[src/rtl/s3g_tx_arbiter.sv]
// rtl/s3g_tx_arbiter.sv - two-slot packet arbiter in front of the s3g_tx transmitter
module s3g_tx_arbiter #(
  parameter bit FIXED_PRIO   = 1'b0,
  parameter int MAX_LEN      = 16,
  parameter int BUSY_TIMEOUT = 0
) (
  input  logic         clk,
  input  logic         rst,
  input  logic         req_a_wr,
  input  logic [7:0]   req_a_len,
  input  logic [127:0] req_a_data,
  output logic         req_a_busy,
  input  logic         req_b_wr,
  input  logic [7:0]   req_b_len,
  input  logic [127:0] req_b_data,
  output logic         req_b_busy,
  input  logic         tx_busy,
  output logic         tx_packet_wr,
  output logic [7:0]   tx_payload_len,
  output logic [127:0] tx_data,
  output logic [1:0]   tx_owner,
  output logic [7:0]   drop_cnt_a,
  output logic [7:0]   drop_cnt_b,
  output logic         timeout_err
);

  localparam logic [7:0] MAX_LEN_B = 8'(MAX_LEN);
  localparam int TW = (BUSY_TIMEOUT > 1) ? $clog2(BUSY_TIMEOUT) : 1;
  localparam logic [TW-1:0] TO_LAST = TW'((BUSY_TIMEOUT > 0) ? BUSY_TIMEOUT - 1 : 0);

  typedef enum logic [1:0] {
    S_IDLE  = 2'd0,
    S_DELAY = 2'd1,
    S_BUSY  = 2'd2
  } state_t;

  state_t         state, state_d;
  logic [TW-1:0]  busy_cnt, busy_cnt_d;
  logic [7:0]     slot_a_len, slot_b_len;
  logic [127:0]   slot_a_data, slot_b_data;
  logic           last_grant_b;
  logic           launch_a, launch_b, release_tx, to_expire;

  function automatic logic [7:0] clamp_len(input logic [7:0] len);
    return (len > MAX_LEN_B) ? MAX_LEN_B : len;
  endfunction

  // last_grant_b = 1 means B was served last, so A wins the next tie
  always_comb begin
    state_d    = state;
    busy_cnt_d = busy_cnt;
    launch_a   = 1'b0;
    launch_b   = 1'b0;
    release_tx = 1'b0;
    to_expire  = 1'b0;
    case (state)
      S_IDLE: begin
        if (req_a_busy && (!req_b_busy || FIXED_PRIO || last_grant_b)) begin
          launch_a = 1'b1;
          state_d  = S_DELAY;
        end else if (req_b_busy) begin
          launch_b = 1'b1;
          state_d  = S_DELAY;
        end
      end
      S_DELAY: begin
        state_d    = S_BUSY;
        busy_cnt_d = '0;
      end
      S_BUSY: begin
        if (!tx_busy) begin
          release_tx = 1'b1;
          state_d    = S_IDLE;
        end else if (BUSY_TIMEOUT > 0) begin
          if (busy_cnt == TO_LAST) begin
            to_expire  = 1'b1;
            release_tx = 1'b1;
            state_d    = S_IDLE;
          end else begin
            busy_cnt_d = busy_cnt + 1'b1;
          end
        end
      end
      default: state_d = S_IDLE;
    endcase
  end

  always_ff @(posedge clk or negedge rst) begin
    if (!rst) begin
      state    <= S_IDLE;
      busy_cnt <= '0;
    end else begin
      state    <= state_d;
      busy_cnt <= busy_cnt_d;
    end
  end

  // A strobe in the launch cycle still sees the slot full and counts as a drop
  always_ff @(posedge clk or negedge rst) begin
    if (!rst) begin
      req_a_busy  <= 1'b0;
      slot_a_len  <= '0;
      slot_a_data <= '0;
      drop_cnt_a  <= '0;
    end else begin
      if (launch_a) begin
        req_a_busy <= 1'b0;
      end else if (req_a_wr && !req_a_busy) begin
        req_a_busy  <= 1'b1;
        slot_a_len  <= clamp_len(req_a_len);
        slot_a_data <= req_a_data;
      end
      if (req_a_wr && req_a_busy && drop_cnt_a != 8'hFF)
        drop_cnt_a <= drop_cnt_a + 8'd1;
    end
  end

  always_ff @(posedge clk or negedge rst) begin
    if (!rst) begin
      req_b_busy  <= 1'b0;
      slot_b_len  <= '0;
      slot_b_data <= '0;
      drop_cnt_b  <= '0;
    end else begin
      if (launch_b) begin
        req_b_busy <= 1'b0;
      end else if (req_b_wr && !req_b_busy) begin
        req_b_busy  <= 1'b1;
        slot_b_len  <= clamp_len(req_b_len);
        slot_b_data <= req_b_data;
      end
      if (req_b_wr && req_b_busy && drop_cnt_b != 8'hFF)
        drop_cnt_b <= drop_cnt_b + 8'd1;
    end
  end

  // Payload registers hold the last launch; consumers sample only on tx_packet_wr
  always_ff @(posedge clk or negedge rst) begin
    if (!rst) begin
      tx_packet_wr   <= 1'b0;
      tx_payload_len <= '0;
      tx_data        <= '0;
      tx_owner       <= 2'd0;
      last_grant_b   <= 1'b1;
      timeout_err    <= 1'b0;
    end else begin
      tx_packet_wr <= launch_a | launch_b;
      if (launch_a) begin
        tx_payload_len <= slot_a_len;
        tx_data        <= slot_a_data;
        tx_owner       <= 2'd1;
        last_grant_b   <= 1'b0;
      end else if (launch_b) begin
        tx_payload_len <= slot_b_len;
        tx_data        <= slot_b_data;
        tx_owner       <= 2'd2;
        last_grant_b   <= 1'b1;
      end else if (release_tx) begin
        tx_owner <= 2'd0;
      end
      if (to_expire)
        timeout_err <= 1'b1;
    end
  end

endmodule
[config.mk]
export PLATFORM = sky130hd
export DESIGN_NAME = s3g_tx_arbiter
export DESIGN_NICKNAME = d
export VERILOG_FILES = /design/src/rtl/s3g_tx_arbiter.sv
export SDC_FILE = /design/constraint.sdc
export NUM_CORES = 1
export LEC_CHECK = 0
export CAP_MARGIN = 15
export CORE_AREA = 2 2 192 194
export CTS_CLUSTER_SIZE = 10
export DETAILED_ROUTE_END_ITERATION = 10
export DIE_AREA = 0 0 194 196
export MAX_ROUTING_LAYER = met4
export PLACE_DENSITY = 0.83
export SKIP_LAST_GASP = 1
export SLEW_MARGIN = 20
export SYNTH_ARGS = -nofsm -noshare
export SYNTH_HDL_FRONTEND = slang
export SYNTH_SLANG_ARGS = --single-unit
[constraint.sdc]
create_clock -name clk -period 2.05 [get_ports clk]
set_input_delay 0.205 -clock clk [delete_from_list [all_inputs] [get_ports clk]]
set_output_delay 0.205 -clock clk [all_outputs]
set_load 0.01 [all_outputs]
==> results of run 1 <==
## synth_stat cells, types with 2 or more instances
library cell / n
a31oi_1: 3
xor2_1: 2
mux2_2: 5
buf_4: 3
clkbuf_2: 2
a21boi_0: 133
a21boi_1: 4
ha_1: 2
xnor2_1: 2
buf_2: 44
nand4_1: 2
nor3_1: 3
buf_1: 10
nand2b_1: 6
a221o_1: 136
nor2_1: 10
a22o_1: 8
mux2i_1: 3
dfrtp_1: 431
or4_1: 2
o21ai_0: 3
nand3_1: 6
and2_1: 10
inv_1: 2
a21oi_1: 9
clkbuf_1: 48
nand2_1: 775
nor2b_1: 2
and3_1: 4
buf_6: 16
a21o_1: 2
and4_1: 4
## cell type report
cell class | instances | share of cell area, %
clock inverter | 2 | 0.0583
clock buffer | 56 | 5.48
inverter | 2 | 0.0318
antenna | 3 | 0.0318
multi-input combinational | 1145 | 25.5
timing repair buffer | 469 | 20.7
sequential | 432 | 45.8
tap | 468 | 2.48
## routing by layer
metal | vias up | share of wire, % | track usage (%)
met5 | - | 0 | -
met4 | 0 | 3.1 | 9.74
met3 | 122 | 9.0 | 5.98
met2 | 808 | 49 | 45.5
met1 | 7193 | 39 | 35.3
li1 | 6465 | - | -
## tightest hold or removal path, cell delays in order
cell	delay, ns
clkdlybuf4s50_1	0.39
nand2_1	0.05
nand2_1	0.04
## metrics by stage
stage	total power, uW	cells	hold WS [ns]	cell area (sq um)	setup WS, ns
2_1_floorplan	22000	1702	-0.0906	17400	0.465
3_3_place_gp	27600	2515	0.185	22300	0.296
3_5_place_dp	28300	2515	0.188	22300	0.253
4_1_cts	36000	2574	0.155	23600	0.0800
5_1_grt	37900	2577	0.169	23600	0.0602
6_report	35900	2577	0.177	23600	0.110
## cells by family after synthesis
kind of cell	count (synthesis)	synth area share (%)
adders and majority gates	2	0.143
other	1	0.0215
DFF	432	62.0
buffers and inverters	125	3.77
and+or+nand+nor	827	18.5
xor gates and xnor gates	4	0.201
AOI/OAI and AO/OA	302	14.9
muxes	9	0.559
## sequential cells by signal, summed over array words and instances (netlist names)
signal          flops
slot_a_data       128
slot_b_data       128
tx_data           128
drop_cnt_a          8
drop_cnt_b          8
slot_a_len          8
slot_b_len          8
tx_payload_len      8
state               2
tx_owner            2
last_grant_b        1
req_a_busy          1
req_b_busy          1
tx_packet_wr        1
## worst paths after layout
kind | startpoint | end
worst max-delay path | req_b_busy | req_b_busy
worst min-delay path | req_a_data[125] | slot_a_data[125]
worst max register to register | state[1] | tx_data[97]
worst min register to register | slot_a_data[47] | slot_a_data[47]
max in group asynchronous | rst | slot_b_data[108]
min in group asynchronous | rst | tx_data[56]
## power breakdown
group | leakage, uW | total, uW | internal (uW) | switching, uW
Combinational | 0.00515 | 13600 | 6480 | 7090
Clock | 0.000643 | 7560 | 4380 | 3180
Sequential | 0.00543 | 14800 | 12400 | 2440
Total | 0.0112 | 35900 | 23200 | 12700
## timing repair
| action | CTS | global route |
|---|---|---|
| hold buffers | 1 | 0 |
| gates resized for setup | 0 | 0 |
| endpoints found under the hold margin | 40 | 0 |
==> metrics.md, run 1 <==
| Metric | Value |
|---|---|
| CP Buf/Inv Count | `2` |
| Grt total ovfl | `0` |
| CTS clk-pin slew, worst paths | `0.06 ns` |
| Mean Syn Cell Area | `just over 10 sq um` |
| Vias per std cell | `5.66` |
| Vias in the first global route | `15200` |
| Iteration-0 DRC Markers | `1177` |
| Nets | `between 2000 and 2500` |
| Hold path cells | `3` |
| Critical Path RT | `approximately 1.9 ns` |
| Final setup vio count | `0` |
| Crit path kind | `flip-flop to output port` |
| Type of origin of the critical path | `flip-flop` |
| Routability cong. | `slightly above 0.9` |
| Commonest non-fill, non-tap cells in the layout | `nand2_1 (775), clkdlybuf4s50_1 (432), dfrtp_1 (431)` |
| #FFs+latches synth | `432` |
| DR vias | `between 10000 and 15000` |
| Die Y | `196 microns` |
| Starting Density | `48.4%` |
| Clock Path Buffers | `3` |
| Levels on crit path | `2` |
| Final ANT Viol Nets | `0` |
| Worst EP arrival | `1.74 ns` |
| Seq/Total Area, Yosys | `between 60% and 70%` |
| Clock Skew | `0.0207 ns` |
| Final hold vios | `0` |
| Status | `complete, no violations` |
| Area leader, netlist | `dfrtp_1` |
| Worst skew pair latency | `0.56 ns` |
| CP peak stage delay | `0.55 ns` |
| Largest net degree at the start of global routing | `73` |
| Die area | `0.0380 sq mm` |
| PortBufs | `433` |
| Final HPWL DP | `33.4 mm` |
| Ranking of synthesized cells by area | `dfrtp_1 (62%), nand2_1 (17%), a221o_1 (7.8%), a21boi_0 (5.7%), buf_2 (1.3%)` |
| CP endpoint kind | `output port` |
| HP Class | `input pin to flip-flop` |
| Leak Pwr | `0.0112 uW` |
| Core Box Area | `around 0.036 sq mm` |
| Maxcap violations | `0` |
| Yosys top cell area share | `61.8%` |
| Cell row count | `70` |
| Sink Count | `432` |
| Routed WL | `53.0 mm` |
| Area occupied by multi-input gates | `around 0.0060 sq mm` |
| Unrepaired setup endpoints after global routing | `false` |
| Pwr dens | `1520 mW/mm^2` |
| Netlist cell types | `42` |
| Fraction of layout cells with a size suffix above 1 | `5.03%` |
| Global-route wire length before repair | `82.9 mm` |
| Min Clock Period, post-route | `1.94 ns` |
| Critical-path top delay cell | `clkdlybuf4s50_1` |
| Drt first pass iters | `5` |
| Least-Margin Pin Slew | `0.504 ns` |
| CP top delay family | `buffers and inverters` |
| Period utilization | `94.6%` |
| Net Count, Synth | `1981` |
| # IOs | `435` |
| Worst R2R Path Depth | `4` |
| Commonest non-fill, non-tap cell in the layout | `nand2_1` |
| Most common flop cell mapped by yosys | `dfrtp_1` |
| Drt wl/cell | `20.6 microns` |
| Worst vdd rail ir drop | `0.873 mV` |
| Setup TNS | `0 ns` |
| Async set-reset flop share out of synthesis | `100%` |
| Reg area | `0.0108 sq mm` |
| Initial antenna violation count | `3` |
| Die Wd | `194 microns` |
| Final Util | `between 60% and 70%` |
| Post-CTS Setup Bufs | `0` |
| EDFF count, synth | `0` |
| Inserted Clock Buffers | `slightly below 50` |
| Cell Area, Synth | `0.0174 sq mm` |
| Drt drc | `0` |
| CTS tree | `built` |
| Number of fill cells in the layout | `approximately 2700` |
| Synthesized instance count | `1702` |
| Total Routing Usage GR | `28.1%` |
| R2R Setup Slk | `0.19 ns` |
| Rel. slew slack | `about two thirds` |
| Area Overhead vs Synth | `35.4%` |
| Max Clk Rate | `between 500 and 600 MHz` |
| Worst path cell trace | `buf_4 > clkdlybuf4s50_1` |
| CP Max Fanout | `7` |
| CTS root buf | `clkbuf_16` |
| Warnings, synthesis | `0` |
| H-Tree Depth | `2` |
| Fin. max-slew vios | `0` |
No activity file was read; power rests on OpenSTA's default activity.
==> inputs of run 2 (changes only) <==
- SETUP_SLACK_MARGIN: unset -> 0.05
==> results of run 2 <==
Final layout, timing and power as in run 1 (identical DEF).
==> inputs of run 3 (changes only) <==
- CAP_MARGIN: 15 -> 30
==> results of run 3 <==
Final layout, timing and power as in run 1 (identical DEF).
==> variant 1: new RTL, settings of run 1 <==
Change the parameter `MAX_LEN` from 16 to 12.
--- a/src/rtl/s3g_tx_arbiter.sv
+++ b/src/rtl/s3g_tx_arbiter.sv
@@ -1,7 +1,7 @@
 // rtl/s3g_tx_arbiter.sv - two-slot packet arbiter in front of the s3g_tx transmitter
 module s3g_tx_arbiter #(
   parameter bit FIXED_PRIO   = 1'b0,
-  parameter int MAX_LEN      = 16,
+  parameter int MAX_LEN      = 12,
   parameter int BUSY_TIMEOUT = 0
 ) (
   input  logic         clk,
Behaviour: not the same (Yosys sat finds a counterexample within 4 cycles, from zero or initial values and one cycle with rst low).
==> variant 1 against run 1 <==
Clock power fell by 1%. Setup slack got worse by 17 ps. Global-route usage fell by 0.89 points. Sequential cell count did not move. Wire length fell by 4.0%. Area after synthesis fell by 0.83%. Via count fell by 7.1%. Final area rose by 1.1%. Non-clock buffer count rose by 28. Total power rose by 2.5%.
==> variant 1: results (changes against run 1) <==
[layout]
largestRegisters=slot_a_data: 128 flops, slot_b_data: 128 flops, tx_data: 128 flops  ; unchanged
multi_input_area_sq_um=6005  ; was 6015 sq um
filler_cells_inserted=2595  ; was 2684
final_nets=2153  ; was 2378
drive_above_1_share_pct=12.74  ; was 5.033%

[pwr]
leakage_nw=10.64  ; was 11.22 nW
vdd_ir_drop_max_uv=883.7  ; was 872.6 uV

[global_routing]
grtUsageMet3_pct=5.776  ; was 5.982%
grt_pass1_vias=14240  ; was 15210
grtUsageMet1_pct=34.67  ; was 35.34%
grt_pass1_wl_um=79610  ; was 82920 um
use_met2_pct=43.44  ; was 45.51%
gr-usage-all-layers_pct=27.22  ; was 28.11%

[synthesis]
synth.area.top_cells=dfrtp_1, nand2_1, a221o_1  ; unchanged
synth_adder_area_share_pct=0.1446  ; was 0.1434%
synth_area_in_compound_gates_pct=15.05  ; was 14.87%
syn_avg_cell_area_sq_um=12.06  ; was 10.25 sq um
muxShareOfSynthArea_pct=8.850  ; was 0.5593%
synth.net_count=1714  ; was 1981
netlist_top_cells_count=dfrtp_1, nand2_1, a221o_1, a21boi_0, mux2_2  ; was nand2_1, dfrtp_1, a221o_1, a21boi_0, clkbuf_1
yosys.cell_types.count=47  ; was 42
synthXorXnorAreaFrac_pct=0.1518  ; was 0.2008%

[worst_hold_path]
worst_hold_startpoint=req_a_data[15]  ; was req_a_data[125]
hold_path_end=slot_a_data[15]  ; was slot_a_data[125]

[detailed_routing]
vias=13550  ; was 14590
drt-vias-per-instance=5.757  ; was 5.661
met2_wirelength_um=24980  ; was 26050 um
met3WireLength_um=4308  ; was 4793 um
detailedRoute.firstIterationViolations=802  ; was 1177
post_drt_wl_per_cell_um=21.60  ; was 20.56 um
wirelength_met1_um=19860  ; was 20470 um

[placement]
placed_cells=2290  ; was 2515
finalWeightedCongestion=0.8859  ; was 0.9049
hpwlAfterDp_um=33790  ; was 33440 um
placement.cell_area_sq_um=22570  ; was 22300 sq um
pre_cts_ws_ps=124.8  ; was 252.8 ps

[setup_path]
critical_path.reg2reg.endpoint=tx_data[74]  ; was tx_data[97]
ff2ff_setup_slack_ps=280  ; was 190 ps

[sta]
ratio_of_final_minimum_period_to_clock_period_pct=95.45  ; was 94.64%

[run_status]
status=complete, no violations  ; unchanged

variant 1: changes by cell type after synthesis, moves of 8 or more:
cell | run 1 | this run
a21boi_0 | 133 | 118
a21boi_1 | 4 | 18
a22o_1 | 8 | 0
buf_1 | 10 | 0
buf_2 | 44 | 77
buf_6 | 16 | 0
clkbuf_1 | 48 | 31
mux2_1 | 1 | 20
mux2_2 | 5 | 112
nand2_1 | 775 | 393
variant 1: cell type report:
class                      instances  area share (%)
timing repair buffer             497           21.61
sequential                       432           45.28
inverter                           5         0.07860
tap                              468           2.452
antenna                            2         0.02096
multi-input combinational        889           25.15
clock buffer                      61           5.408
variant 1: report_power, final:
group / leakage (nW) / internal (mW) / switching [mW]
Combinational: 4.70 / 7.57 / 6.74
Sequential: 5.31 / 12.5 / 2.49
Clock: 0.630 / 4.33 / 3.15
variant 1: repair_timing:
| action | CTS | global route |
|---|---|---|
| setup endpoints to repair | 0 | 1 |
| hold endpoints to repair | 46 | 0 |
| resized for setup | 0 | 1 |
| hold buffers | 1 | 0 |
==> variant 2: new RTL, settings of run 1 <==
Made on the original files. Register the output `drop_cnt_a` once more, with the module's reset; this adds one clock of latency there. The other outputs are not delayed to match.
--- a/src/rtl/s3g_tx_arbiter.sv
+++ b/src/rtl/s3g_tx_arbiter.sv
@@ -33,6 +33,8 @@
     S_DELAY = 2'd1,
     S_BUSY  = 2'd2
   } state_t;
+
+  logic [7:0] drop_cnt_a_s0;
 
   state_t         state, state_d;
   logic [TW-1:0]  busy_cnt, busy_cnt_d;
@@ -101,7 +103,7 @@
       req_a_busy  <= 1'b0;
       slot_a_len  <= '0;
       slot_a_data <= '0;
-      drop_cnt_a  <= '0;
+      drop_cnt_a_s0 <= '0;
     end else begin
       if (launch_a) begin
         req_a_busy <= 1'b0;
@@ -110,8 +112,8 @@
         slot_a_len  <= clamp_len(req_a_len);
         slot_a_data <= req_a_data;
       end
-      if (req_a_wr && req_a_busy && drop_cnt_a != 8'hFF)
-        drop_cnt_a <= drop_cnt_a + 8'd1;
+      if (req_a_wr && req_a_busy && drop_cnt_a_s0 != 8'hFF)
+        drop_cnt_a_s0 <= drop_cnt_a_s0 + 8'd1;
     end
   end
 
@@ -163,4 +165,12 @@
     end
   end
 
+  always_ff @(posedge clk or negedge rst) begin
+    if (!rst) begin
+      drop_cnt_a <= '0;
+    end else begin
+      drop_cnt_a <= drop_cnt_a_s0;
+    end
+  end
+
 endmodule
Behaviour: not the same (a bounded check fails within 4 cycles, from zero or initial values and one cycle with rst low).
==> variant 2 against run 1 <==
Die area unchanged. First-iteration DRC count down 3.0%. Count of clock-buffer cells in the layout up 4. Clock power up 4.0%. Sequential cell count up 8. Final cell count up 0.58%. Setup slack worse by 2.6 ps. Critical path depth unchanged. Wire length up 0.25%. Total power up 1.4%. Largest cell class unchanged. Area after synthesis up 1.3%. Final area up 1.2%.
==> variant 2: results (changes against run 1) <==
[synthesis]
syn_area_sq_um=17670  ; was 17450 sq um
synth.net_count=1989  ; was 1981
synth_area_in_compound_gates_pct=14.68  ; was 14.87%
ys.warnings.count=0  ; unchanged
synthXorXnorAreaFrac_pct=0.1982  ; was 0.2008%
yosysSeqAreaShare_pct=62.30  ; was 61.96%
syn_avg_cell_area_sq_um=10.34  ; was 10.25 sq um
muxShareOfSynthArea_pct=0.5522  ; was 0.5593%
yosys.cell_types.count=41  ; was 42
synth_adder_area_share_pct=0.1416  ; was 0.1434%
synth.area.top_cells=dfrtp_1, nand2_1, a221o_1  ; unchanged
async_set_reset_flop_share_out_of_synthesis_pct=100.0  ; unchanged
netlist_top_cells_count=nand2_1, dfrtp_1, a221o_1, a21boi_0, buf_2  ; was nand2_1, dfrtp_1, a221o_1, a21boi_0, clkbuf_1

[pwr]
power.switching_mw=12.74  ; was 12.70 mW
leakage_nw=11.37  ; was 11.22 nW
vdd_ir_drop_max_uv=990.6  ; was 872.6 uV

[clock_network]
tritoncts.num_buffers=50  ; was 49
cts-htree-levels=2  ; unchanged
worst_setup_hold_path_clk_slew_ps=60  ; about the same
cts.sink_count=440  ; was 432
clock_tree.root_cell=clkbuf_16  ; unchanged

[global_routing]
grt_pass1_wl_um=83840  ; was 82920 um
gr-usage-all-layers_pct=28.41  ; was 28.11%
initial_antenna_violation_count=5  ; was 3
grt_max_degree=91  ; was 73

[layout]
synthToLayoutAreaGrowth_pct=35.23  ; was 35.38%
clock_area_share_pct=5.785  ; was 5.540%
stdcell_count=2592  ; was 2577
share_of_the_final_layout_cell_area_in_multi_input_gates_pct=25.16  ; was 25.46%
buffers_excl_clock=472  ; was 469
final_nets=2390  ; was 2378
nClkBuffers=60  ; was 56
seq_area_sq_um=11010  ; was 10810 sq um
non_clock_buffering_overhead_pct=20.44  ; was 20.69%
drive_above_1_share_pct=5.380  ; was 5.033%
diode_count=5  ; was 3
filler_cells_inserted=2633  ; was 2684

[detailed_routing]
vias=14800  ; was 14590
detailedRoute.firstIterationViolations=1142  ; was 1177
finalWirelength_um=53110  ; was 52980 um

[sta]
slew-limit-headroom_pct=55.01  ; was 66.38%
worst_clock_skew_ps=13.66  ; was 20.65 ps

[worst_hold_path]
worst_hold_startpoint=req_b_data[73]  ; was req_a_data[125]

[setup_path]
worst_path_dominant_cell_family=buffers and inverters  ; unchanged
timing.rr.start=state[1]  ; unchanged
crit_start=req_a_busy  ; was req_b_busy
path_max_fanout=8  ; was 7
timing.critical_path.slowest_stage_cell=clkdlybuf4s50_1  ; unchanged

[run_status]
status=complete, no violations  ; unchanged

[placement]
hpwlAfterDp_um=34010  ; was 33440 um
finalWeightedCongestion=0.8907  ; was 0.9049
portBuffers=433  ; unchanged
placed_cells=2526  ; was 2515
placement.cell_area_sq_um=22490  ; was 22300 sq um
pre_cts_ws_ps=248.0  ; was 252.8 ps

-- variant 2: cell types whose count changed after synthesis, sizes merged --
cell / run 1 / this run
buf: 73 / 84
clkbuf: 50 / 39
dfrtp: 431 / 439
-- variant 2: worst reg2reg max path: cells and delay by family (launching register included) --
family | cells | cell delay [ps]
AOI/OAI and AO/OA | 2 | 570
buffers and inverters | 1 | 360
DFF | 1 | 430
and+or+nand+nor | 1 | 200
-- variant 2: kinds of logic after synthesis --
group | Yosys count
xor gates and xnor gates | 4
AOI/OAI and AO/OA | 302
and+or+nand+nor | 827
buffers and inverters | 125
adders and majority gates | 2
other | 1
muxes | 9
DFF | 440
-- variant 2: repair_timing --
action	4_1_cts	5_1_grt
hold buffers	1	0
endpoints found under the setup margin	0	1
hold endpoints to repair	59	0
resized for setup	0	1
-- variant 2: per-layer routing --
| layer | global-route usage (%) | wire (um) | vias to the layer above |
|---|---|---|---|
| li1 | - | - | 6518 |
| met3 | 5.707 | 4630 | 140 |
| met2 | 44.73 | 25700 | 834 |
| met1 | 36.52 | 20620 | 7308 |
| met5 | - | 0 | - |
| met4 | 11.20 | 2156 | 0 |
-- variant 2: path summary, 6_finish.rpt --
path,end,slack (ps),cells after the start
worst max-delay path,req_a_busy,110,2
worst min-delay path,slot_b_data[73],180,3
worst max register to register,tx_data[78],350,4
worst min register to register,drop_cnt_a[1],460,0
max in group asynchronous,tx_data[48],960,3
min in group asynchronous,slot_a_data[4],250,2
-- variant 2: power groups by stage --
stage / clock [mW] / combinational (mW) / sequential [mW]
3_5_place_dp: 0 / 13.4 / 15.0
4_1_cts: 7.98 / 13.6 / 15.0
5_1_grt: 8.34 / 14.7 / 15.4
6_report: 7.86 / 13.5 / 15.1
2_1_floorplan: 0 / 7.43 / 14.9
3_3_place_gp: 0 / 12.9 / 14.8
